`config.mk`:
```
export PLATFORM = sky130hd
export DESIGN_NAME = lcd_status_display
export DESIGN_NICKNAME = d
export VERILOG_FILES = /design/src/rtl/lcd_pkg.sv /design/src/rtl/lcd_byte_writer.sv /design/src/rtl/lcd_status_display.sv
export SDC_FILE = /design/constraint.sdc
export NUM_CORES = 1
export LEC_CHECK = 0
export ABC_CLOCK_PERIOD_IN_PS = 8300
export CAP_MARGIN = 20
export CELL_PAD_IN_SITES_DETAIL_PLACEMENT = 2
export CELL_PAD_IN_SITES_GLOBAL_PLACEMENT = 2
export CORE_ASPECT_RATIO = 1.2
export CORE_UTILIZATION = 35
export CTS_CLUSTER_DIAMETER = 30
export DETAILED_ROUTE_END_ITERATION = 12
export PLACE_DENSITY_LB_ADDON = 0.1
export SYNTH_ARGS = -nofsm -noshare
export SYNTH_HDL_FRONTEND = slang
export SYNTH_SLANG_ARGS = --single-unit
export TNS_END_PERCENT = 10
```
`constraint.sdc`:
```
create_clock -name clock_50 -period 8.3 [get_ports clock_50]
set_input_delay 1.66 -clock clock_50 [delete_from_list [all_inputs] [get_ports clock_50]]
set_output_delay 1.66 -clock clock_50 [all_outputs]
set_load 0.05 [all_outputs]
```
`src/rtl/lcd_pkg.sv`:
```
// Shared definitions for the HD44780 status display: command/ASCII constants,
// sequencing states, byte-writer phases and the nibble-to-ASCII helper.
package lcd_pkg;

  localparam logic [7:0] CMD_FUNC_SET = 8'h38;
  localparam logic [7:0] CMD_DISP_ON  = 8'h0C;
  localparam logic [7:0] CMD_CLEAR    = 8'h01;
  localparam logic [7:0] CMD_ENTRY    = 8'h06;
  localparam logic [7:0] CMD_LINE1    = 8'h80;
  localparam logic [7:0] CMD_LINE2    = 8'hC0;

  localparam logic [7:0] ASC_SPACE = 8'h20;
  localparam logic [7:0] ASC_0     = 8'h30;
  localparam logic [7:0] ASC_1     = 8'h31;
  localparam logic [7:0] ASC_B     = 8'h42;
  localparam logic [7:0] ASC_I     = 8'h49;
  localparam logic [7:0] ASC_N     = 8'h4E;
  localparam logic [7:0] ASC_H     = 8'h48;
  localparam logic [7:0] ASC_E     = 8'h45;
  localparam logic [7:0] ASC_X     = 8'h58;
  localparam logic [7:0] ASC_COLON = 8'h3A;

  localparam int LINE_CHARS = 16;
  localparam int INIT_BYTES = 5;

  typedef enum logic [3:0] {
    PWR_WAIT, INIT, IDLE, SNAP, ADDR1, LINE1, ADDR2, LINE2, DONE
  } state_t;

  typedef enum logic [1:0] {
    PH_IDLE, PH_SETUP, PH_PULSE, PH_HOLD
  } phase_t;

  function automatic logic [7:0] nibble_to_ascii(input logic [3:0] n);
    return (n < 4'd10) ? (8'h30 + {4'h0, n}) : (8'h37 + {4'h0, n});
  endfunction

  function automatic logic [7:0] init_byte(input logic [4:0] i);
    case (i)
      5'd0, 5'd1: return CMD_FUNC_SET;
      5'd2:       return CMD_DISP_ON;
      5'd3:       return CMD_CLEAR;
      default:    return CMD_ENTRY;
    endcase
  endfunction

endpackage

```
`src/rtl/lcd_byte_writer.sv`:
```
// One HD44780 write transaction: setup cycle, E_CYCLES of lcd_e high, then a
// hold of CMD_CYCLES or CLR_CYCLES. ready rises in the last hold cycle.
module lcd_byte_writer
  import lcd_pkg::*;
#(
  parameter int CMD_CYCLES = 2_500,
  parameter int CLR_CYCLES = 100_000,
  parameter int E_CYCLES   = 25
) (
  input  logic       clk,
  input  logic       rst,
  input  logic       start,
  input  logic       rs,
  input  logic [7:0] byte_data,
  input  logic       long_wait,
  output logic       ready,
  output logic       lcd_e,
  output logic       lcd_rs,
  output logic [7:0] lcd_data
);

  localparam int MAX_WAIT = (CLR_CYCLES > CMD_CYCLES) ? CLR_CYCLES : CMD_CYCLES;
  localparam int MAX_CYC  = (MAX_WAIT > E_CYCLES) ? MAX_WAIT : E_CYCLES;
  localparam int CNT_W    = $clog2(MAX_CYC + 1);

  phase_t           phase, phase_n;
  logic [CNT_W-1:0] cnt, cnt_n;
  logic             long_q, long_n;
  logic             e_n, rs_n;
  logic [7:0]       data_n;

  // Back-to-back bytes: the next setup cycle follows the final hold cycle.
  assign ready = (phase == PH_IDLE) || ((phase == PH_HOLD) && (cnt == '0));

  // NOTE: every output of this block gets a default first so no latch is inferred.
  always_comb begin
    phase_n = phase;
    cnt_n   = cnt;
    long_n  = long_q;
    e_n     = lcd_e;
    rs_n    = lcd_rs;
    data_n  = lcd_data;
    if (start && ready) begin
      phase_n = PH_SETUP;
      rs_n    = rs;
      data_n  = byte_data;
      long_n  = long_wait;
      e_n     = 1'b0;
    end else begin
      case (phase)
        PH_SETUP: begin
          e_n     = 1'b1;
          cnt_n   = CNT_W'(E_CYCLES - 1);
          phase_n = PH_PULSE;
        end
        PH_PULSE: begin
          if (cnt == '0) begin
            e_n     = 1'b0;
            cnt_n   = long_q ? CNT_W'(CLR_CYCLES - 1) : CNT_W'(CMD_CYCLES - 1);
            phase_n = PH_HOLD;
          end else begin
            cnt_n = cnt - 1'b1;
          end
        end
        PH_HOLD: begin
          if (cnt == '0) phase_n = PH_IDLE;
          else           cnt_n   = cnt - 1'b1;
        end
        default: ;
      endcase
    end
  end

  // NOTE: state registers use non-blocking assignments so every flop samples pre-edge values.
  always_ff @(posedge clk or posedge rst) begin
    if (rst) begin
      phase    <= PH_IDLE;
      cnt      <= '0;
      long_q   <= 1'b0;
      lcd_e    <= 1'b0;
      lcd_rs   <= 1'b0;
      lcd_data <= 8'h00;
    end else begin
      phase    <= phase_n;
      cnt      <= cnt_n;
      long_q   <= long_n;
      lcd_e    <= e_n;
      lcd_rs   <= rs_n;
      lcd_data <= data_n;
    end
  end

endmodule

```
`src/rtl/lcd_status_display.sv`:
```
// HD44780 16x2 status display: power-on init, then redraws "BIN:" and "HEX:"
// lines from input snapshots whenever the inputs change or a refresh is requested.
module lcd_status_display
  import lcd_pkg::*;
#(
  parameter int BIN_WIDTH     = 4,
  parameter int NUM_HEX_BYTES = 1,
  parameter int PWR_CYCLES    = 1_000_000,
  parameter int CMD_CYCLES    = 2_500,
  parameter int CLR_CYCLES    = 100_000,
  parameter int E_CYCLES      = 25
) (
  input  logic                       clock_50,
  input  logic                       reset,
  input  logic [BIN_WIDTH-1:0]       binary_input,
  input  logic [8*NUM_HEX_BYTES-1:0] hex_input,
  input  logic                       refresh_req,
  output logic                       busy,
  output logic                       frame_done,
  output logic                       lcd_rs,
  output logic                       lcd_e,
  output logic                       lcd_rw,
  output logic                       lcd_on,
  output logic                       lcd_blon,
  inout  wire  [7:0]                 lcd_data
);

  localparam int HEX_W = 8 * NUM_HEX_BYTES;
  localparam int PWR_W = $clog2(PWR_CYCLES + 1);

  if (BIN_WIDTH < 1 || BIN_WIDTH > 12) begin : g_bad_bin_width
    $error("lcd_status_display: BIN_WIDTH must be in 1..12");
  end
  if (NUM_HEX_BYTES < 1 || NUM_HEX_BYTES > 6) begin : g_bad_hex_bytes
    $error("lcd_status_display: NUM_HEX_BYTES must be in 1..6");
  end

  state_t               state, state_n;
  logic [4:0]           idx, idx_n;
  logic [PWR_W-1:0]     pwr_cnt, pwr_n;
  logic [BIN_WIDTH-1:0] bin_snap, bin_n;
  logic [HEX_W-1:0]     hex_snap, hex_n;

  logic       wr_start, wr_rs, wr_ready, wr_long;
  logic [7:0] wr_byte, data_out;

  function automatic logic [7:0] line1_char(input logic [4:0] i, input logic [BIN_WIDTH-1:0] v);
    int p = int'(i);
    logic [BIN_WIDTH-1:0] sh;
    case (p)
      0: return ASC_B;
      1: return ASC_I;
      2: return ASC_N;
      3: return ASC_COLON;
      default: begin
        if (p >= 4 + BIN_WIDTH) return ASC_SPACE;
        sh = v >> (BIN_WIDTH + 3 - p);
        return sh[0] ? ASC_1 : ASC_0;
      end
    endcase
  endfunction

  function automatic logic [7:0] line2_char(input logic [4:0] i, input logic [HEX_W-1:0] v);
    int p = int'(i);
    logic [HEX_W-1:0] sh;
    case (p)
      0: return ASC_H;
      1: return ASC_E;
      2: return ASC_X;
      3: return ASC_COLON;
      default: begin
        if (p >= 4 + 2 * NUM_HEX_BYTES) return ASC_SPACE;
        sh = v >> (4 * (2 * NUM_HEX_BYTES + 3 - p));
        return nibble_to_ascii(sh[3:0]);
      end
    endcase
  endfunction

  always_comb begin
    state_n  = state;
    idx_n    = idx;
    pwr_n    = pwr_cnt;
    bin_n    = bin_snap;
    hex_n    = hex_snap;
    wr_start = 1'b0;
    wr_rs    = 1'b0;
    wr_byte  = 8'h00;
    case (state)
      PWR_WAIT: begin
        if (pwr_cnt == PWR_W'(PWR_CYCLES - 1)) begin
          state_n = INIT;
          pwr_n   = '0;
        end else begin
          pwr_n = pwr_cnt + 1'b1;
        end
      end
      INIT: if (wr_ready) begin
        if (idx == 5'(INIT_BYTES)) begin
          state_n = SNAP;
          idx_n   = '0;
        end else begin
          wr_start = 1'b1;
          wr_byte  = init_byte(idx);
          idx_n    = idx + 1'b1;
        end
      end
      IDLE: begin
        if (refresh_req || (binary_input != bin_snap) || (hex_input != hex_snap))
          state_n = SNAP;
      end
      SNAP: begin
        bin_n   = binary_input;
        hex_n   = hex_input;
        state_n = ADDR1;
      end
      ADDR1, ADDR2: if (wr_ready) begin
        if (idx == 5'd1) begin
          state_n = (state == ADDR1) ? LINE1 : LINE2;
          idx_n   = '0;
        end else begin
          wr_start = 1'b1;
          wr_byte  = (state == ADDR1) ? CMD_LINE1 : CMD_LINE2;
          idx_n    = 5'd1;
        end
      end
      LINE1, LINE2: if (wr_ready) begin
        if (idx == 5'(LINE_CHARS)) begin
          state_n = (state == LINE1) ? ADDR2 : DONE;
          idx_n   = '0;
        end else begin
          wr_start = 1'b1;
          wr_rs    = 1'b1;
          wr_byte  = (state == LINE1) ? line1_char(idx, bin_snap) : line2_char(idx, hex_snap);
          idx_n    = idx + 1'b1;
        end
      end
      DONE:    state_n = IDLE;
      default: state_n = PWR_WAIT;
    endcase
  end

  always_ff @(posedge clock_50 or posedge reset) begin
    if (reset) begin
      state    <= PWR_WAIT;
      idx      <= '0;
      pwr_cnt  <= '0;
      bin_snap <= '0;
      hex_snap <= '0;
    end else begin
      state    <= state_n;
      idx      <= idx_n;
      pwr_cnt  <= pwr_n;
      bin_snap <= bin_n;
      hex_snap <= hex_n;
    end
  end

  // Only the clear command needs the long settle time; characters are never 0x01.
  assign wr_long = !wr_rs && (wr_byte == CMD_CLEAR);

  lcd_byte_writer #(
    .CMD_CYCLES(CMD_CYCLES),
    .CLR_CYCLES(CLR_CYCLES),
    .E_CYCLES  (E_CYCLES)
  ) u_writer (
    .clk      (clock_50),
    .rst      (reset),
    .start    (wr_start),
    .rs       (wr_rs),
    .byte_data(wr_byte),
    .long_wait(wr_long),
    .ready    (wr_ready),
    .lcd_e    (lcd_e),
    .lcd_rs   (lcd_rs),
    .lcd_data (data_out)
  );

  assign lcd_data   = data_out;
  assign busy       = (state != IDLE);
  assign frame_done = (state == DONE);
  assign lcd_rw     = 1'b0;
  assign lcd_on     = 1'b1;
  assign lcd_blon   = 1'b1;

endmodule
```
==> flow_summary.toml <==
[clock_tree]
cts.repair.resized = 0
clk_pin_slew_ps = 60
cts_setup_buffers = 0
cts-root-buf = "clkbuf_16"
worstSkewPairLatency_ps = 330
clk_path_buf_depth = 2
htreeDepth = 3
tritoncts = "built"
hold_buffers = 0
numCtsBuffers = 9
clock-sinks = 71

[finish]
area_growth_pct = 12.6
final_cell_mix = "dfrtp_1, nor2_1, nand2_1"
regArea_um2 = 1780
fillers = 1361
antenna_cells = 0
drive_gt1_share_pct = 9.71
multiInputGateArea_um2 = 2420
final_common_cell = "dfrtp_1"
fin_nets = 506

[setup_path]
critical_path_class = "reg -> out"
arrival_ps = 2220
end_kind = "output port"
cpPeakStageDelay_ps = 880
critPathBufInv = 1
critPathRequiredTime_ps = 6640
worstPathMaxFanout = 17
cp-start-kind = "flop"
critPathSlowestCell = "clkdlybuf4s50_1"
worst_path_dominant_cell_family = "buffers and inverters"
crit_chain = "nor4b_1, clkdlybuf4s50_1"

[logic_synthesis]
avgSynthCellArea_um2 = 9.30
synth_top_area_cell = "dfrtp_1"
syn_area_um2 = 4400
synthCells = 473
synthFlopType = "dfrtp_1"
synth.area.top_cells = "dfrtp_1, xnor2_1, nor2_1"
synth_top_area_share_pct = 40.4
synthArstFlopShare_pct = 100
synth_edf_count = 0
yosysWarnings = 0
synth_seq_area_share_pct = 40.4
netlist-cell-type-count = 73
ys_ff_latch = 71

[place]
port_buffers = 18
dpl.hpwl_um = 9050
place.gp.congestion = 0.832

[status]
outcome = "finished clean"

[sta]
setup_viol_count_final = 0
fin_worst_skew_ps = 6.60
tns_ps = 0
holdWs_ps = 505
slew_headroom_pct = 34.4
slew_violations = 0
period_needed_ps = 3880
fin_crit_sh_pct = 46.7
grt_setup_unrepaired = "false"
finalHoldViolations = 0
tightest_slew_ps = 981
max_freq_mhz = 258

[power_and_ir_drop]
power.leakage_nw = 2.08
power_density_nw_per_um2 = 159
vdd_ir_drop_max_mv = 0.0751

[grt]
grt_max_degree = 72
grt_usage_pct = 20.0
grt_pass1_wl_um = 20900
antenna_found_initial = 0
grt_pass1_vias = 4071
grt_overflow = 0

[floorplan]
die_y_um = 125
core-area_um2 = 12200
initial_core_util_pct = 36.2
pin_count = 30
die_w_um = 104
dieArea_um2 = 13000
rows = 44

[drt]
drtIter0Drc = 94
drcViolationCount = 0
routedWlPerCell_um = 19.1
wirelength_um = 12300
drt_pass1_iterations = 5
viasPerCell = 5.64
dr_total_vias = 3638
antenna_left = 0

[hold_path]
hold_path_class = "reg -> reg"

[run]
cap_violations = 0
## sequential cells by signal, summed over array words and instances, names as in the netlist
register,flops
u_writer.lcd_rs,1
u_writer.cnt,17
u_writer.lcd_e,1
pwr_cnt,20
state,4
u_writer.long_q,1
idx,5
lcd_data,8
u_writer.phase,2
hex_snap,8
bin_snap,4
## worst paths after layout
check / startpoint / endpoint / slack, ps / cells past startpoint
worst max-delay path: state[0] / frame_done / 4420 / 2
worst min-delay path: u_writer.lcd_rs / u_writer.lcd_rs / 500 / 1
worst max register to register: u_writer.cnt[0] / state[0] / 5140 / 8
worst min register to register: u_writer.lcd_rs / u_writer.lcd_rs / 500 / 1
max in group asynchronous: reset / lcd_data[6] / 5750 / 3
min in group asynchronous: reset / u_writer.cnt[10] / 1960 / 3
## synthesized netlist by cell type (all sizes together), types with 3 or more instances
cell     n
inv     12
o31ai    5
xor2    10
dfrtp   71
and3     6
or3      6
a21oi   25
o22ai    3
nor2b    4
mux2i    3
a21o     4
nand3b   3
or4      5
o211ai   5
mux2    13
nor2    50
nor3    20
nand3   16
nor3b    3
and2     3
a211oi   9
nand4    8
ha      12
buf      7
o21ai   25
a31oi    5
nor4    10
clkbuf  18
xnor2   25
nand2   38
nor4b    4
nand2b   5
## logic make-up after synthesis
logic type / after synthesis / synth area share, %
AOI/OAI and AO/OA: 108 / 16.7
xor gates and xnor gates: 35 / 6.97
adders and majority gates: 12 / 3.41
buffers and inverters: 37 / 4.72
DFF: 71 / 40.4
muxes: 17 / 4.52
other: 2 / 0.171
and+or+nand+nor: 191 / 23.1
## where the power goes
| group | internal (W) | switching, W |
|---|---|---|
| Combinational | 0.00000857 | 0.0000132 |
| Sequential | 0.000346 | 0 |
| Clock | 0.000271 | 0.000150 |
## routing by layer
metal	GRT usage (%)	up-vias	part of all wire, %
met5	0	-	0
met4	6.64	0	1.9
met3	3.87	19	2.8
met2	37.3	47	53
met1	22.5	1844	42
li1	-	1728	-
## final cells by class
cell class              count  share of cell area, %
multi-input cells         366                   48.8
inverters                  12                  0.909
repair buffers             19                   3.79
clock inverters             5                   1.64
flip-flops and latches     71                   35.9
well taps                 161                   4.07
clock buffers              11                   4.90
## worst register-to-register path, cell delays in order (launching register included)
cell and delay [ps]:
dfrtp_1 420, inv_1 120, ha_1 220, nor3b_1 380, and4b_1 430, a41o_1 630
o21bai_1 270, or2_2 360, o31ai_1 240
## per-stage QoR
step	area (um2)	util (%)	setup WS (ps)	cells	total power, W
floorplan	4400	-	4290	474	0.000365
global placement	4630	38.1	4710	629	0.000375
detailed placement	4630	38.1	4640	629	0.000375
CTS	4950	40.7	4360	645	0.000803
global route	4950	40.7	4300	645	0.000815
finish	4950	40.7	4420	645	0.000789
Note: power is estimated with default switching activity, not from simulation.
==> RTL change: new RTL, config.mk and constraints unchanged <==
Add an input register stage for `binary_input`, `hex_input` and `refresh_req`, without a reset; this delays them by one clock. The other inputs are not delayed to match.
--- a/src/rtl/lcd_status_display.sv
+++ b/src/rtl/lcd_status_display.sv
@@ -27,6 +27,16 @@
 
   localparam int HEX_W = 8 * NUM_HEX_BYTES;
   localparam int PWR_W = $clog2(PWR_CYCLES + 1);
+
+  logic [BIN_WIDTH-1:0] binary_input_q;
+  logic [8*NUM_HEX_BYTES-1:0] hex_input_q;
+  logic refresh_req_q;
+
+  always_ff @(posedge clock_50) begin
+    binary_input_q <= binary_input;
+    hex_input_q    <= hex_input;
+    refresh_req_q  <= refresh_req;
+  end
 
   if (BIN_WIDTH < 1 || BIN_WIDTH > 12) begin : g_bad_bin_width
     $error("lcd_status_display: BIN_WIDTH must be in 1..12");
@@ -105,12 +115,12 @@
         end
       end
       IDLE: begin
-        if (refresh_req || (binary_input != bin_snap) || (hex_input != hex_snap))
+        if (refresh_req_q || (binary_input_q != bin_snap) || (hex_input_q != hex_snap))
           state_n = SNAP;
       end
       SNAP: begin
-        bin_n   = binary_input;
-        hex_n   = hex_input;
+        bin_n   = binary_input_q;
+        hex_n   = hex_input_q;
         state_n = ADDR1;
       end
       ADDR1, ADDR2: if (wr_ready) begin
Check against the original RTL: no difference found for any inputs over 10 cycles, from zero or initial values and one cycle with reset high; that may be too few to reach the edited logic, so the function may still have changed.
==> RTL change against the unedited design <==
  * Wire length rose by 3.1%
  * Via count increased by 6.0%
  * Total power up 11%
  * Design area grew 6.3%
  * Final cell count grew 5.1%
  * Worst setup slack got worse by 0.20 ns
  * Clock skew barely moved
  * Area after synthesis increased by 5.1%
  * Sequential cell count up 13
  * Largest cell class unchanged
  * Highest routed layer unchanged
==> RTL change: results (changes against the unedited design) <==
Status
  – Outcome: complete, no violations

Synth
  – Compound-gate portion of the synthesized area: 16.0% (-0.76 points)
  – Main area contributors after synthesis: dfrtp_1 (38%), dfxtp_1 (5.6%), nor2_1 (4.0%)
  – Adder and majority cell fraction of the synthesized area: 3.25% (-0.17 points)
  – Post-synth top cells: dfrtp_1 (71), nor2_1 (49), nand2_1 (46)
  – Sequential area share after synthesis: 44.0% (+3.7 points)
  – Post-synth cell types: 70 (-4.1%)
  – Xor/xnor cell area share of the yosys netlist: 5.68% (-1.3 points)

Timing
  – Final Skew: 0.00686 ns (+0.000255 ns)
  – Worst Max-Slew Pin Slew: 0.950 ns (-0.0305 ns)

Layout
  – # fillers: 1386 (+1.8%)
  – Share of layout cells above drive strength 1: 10.3% (+0.60 points)

Power
  – VDD IR max: 68.3 uV (-9.0%)
  – Pleak: 2.33 nW (+12%)
  – Sw frac: 23.2% (+2.6 points)

Drt
  – Starting DRT DRC Count: 110 (+17%)
  – Detailed Routing Iterations Pass 1: 4 (-1)
  – Total wire length: 12700 microns (+3.1%)

Placement
  – Post-DP Area: 0.00495 sq mm (+6.8%)
  – Hpwl dp: 9210 microns (+1.7%)

Worst setup path
  – Crit path arrival time: 2.41 ns (+0.19 ns)
  – Largest stage delay, worst path: 0.76 ns (-0.12 ns)
  – Reg2reg setup slack: 5.15 ns (about the same)
  – Slowest CP cell: or4b_2

Clocking
  – Clock latency at the later pin of the worst-skew pair: 0.35 ns (+0.02 ns)
==> RTL change: how the worst max path moves through the flow <==
stage / startpoint / endpoint / slack [ns] / depth (start not counted)
6_report: state[0] / busy / 4.23 / 2
5_1_grt: state[0] / busy / 4.16 / 2
4_1_cts: state[0] / busy / 4.20 / 2
3_5_place_dp: state[0] / busy / 4.60 / 2
3_3_place_gp: state[0] / busy / 4.61 / 2
2_1_floorplan: state[3] / frame_done / 4.31 / 2
==> RTL change: cell type report <==
class                      instances  area [sq um]  area share, %
clock buffer                      12           289           5.49
clock inverter                     4          33.8          0.641
inverter                          16          60.1           1.14
multi-input combinational        375          2430           46.0
sequential                        84          2040           38.7
tap                              164           205           3.89
timing repair buffer              23           218           4.13
==> RTL change: critical path, delay by kind of cell, from the launching register on <==
kind / cells / cell delay (ns)
simple gates: 1 / 0.76
buf+inv: 1 / 0.74
flops: 1 / 0.56
==> RTL change: through the flow <==
step,setup slack [ns],hold slack (ns),instances
final,4.23,0.495,678
after CTS,4.20,0.497,678
after global placement,4.61,0.467,662
after global routing,4.16,0.524,678
after floorplan,4.31,0.451,495
after detailed placement,4.60,0.482,662
==> RTL change: power by group through the flow <==
stage          clock network, W   logic, W  registers, W
2_1_floorplan                 0  0.0000111      0.000431
3_3_place_gp                  0  0.0000198      0.000432
3_5_place_dp                  0  0.0000201      0.000432
4_1_cts                0.000445  0.0000203      0.000424
5_1_grt                0.000453  0.0000219      0.000425
6_report               0.000431  0.0000193      0.000424
==> RTL change: routing by layer <==
metal  GRT usage, %  vias to the layer above  share of wire (%)
li1               -                     1819                  -
met1           23.8                     1999                 43
met2           38.1                       27                 54
met3           3.66                       13                2.0
met4           6.04                        0                1.2
met5              0                        -                  0
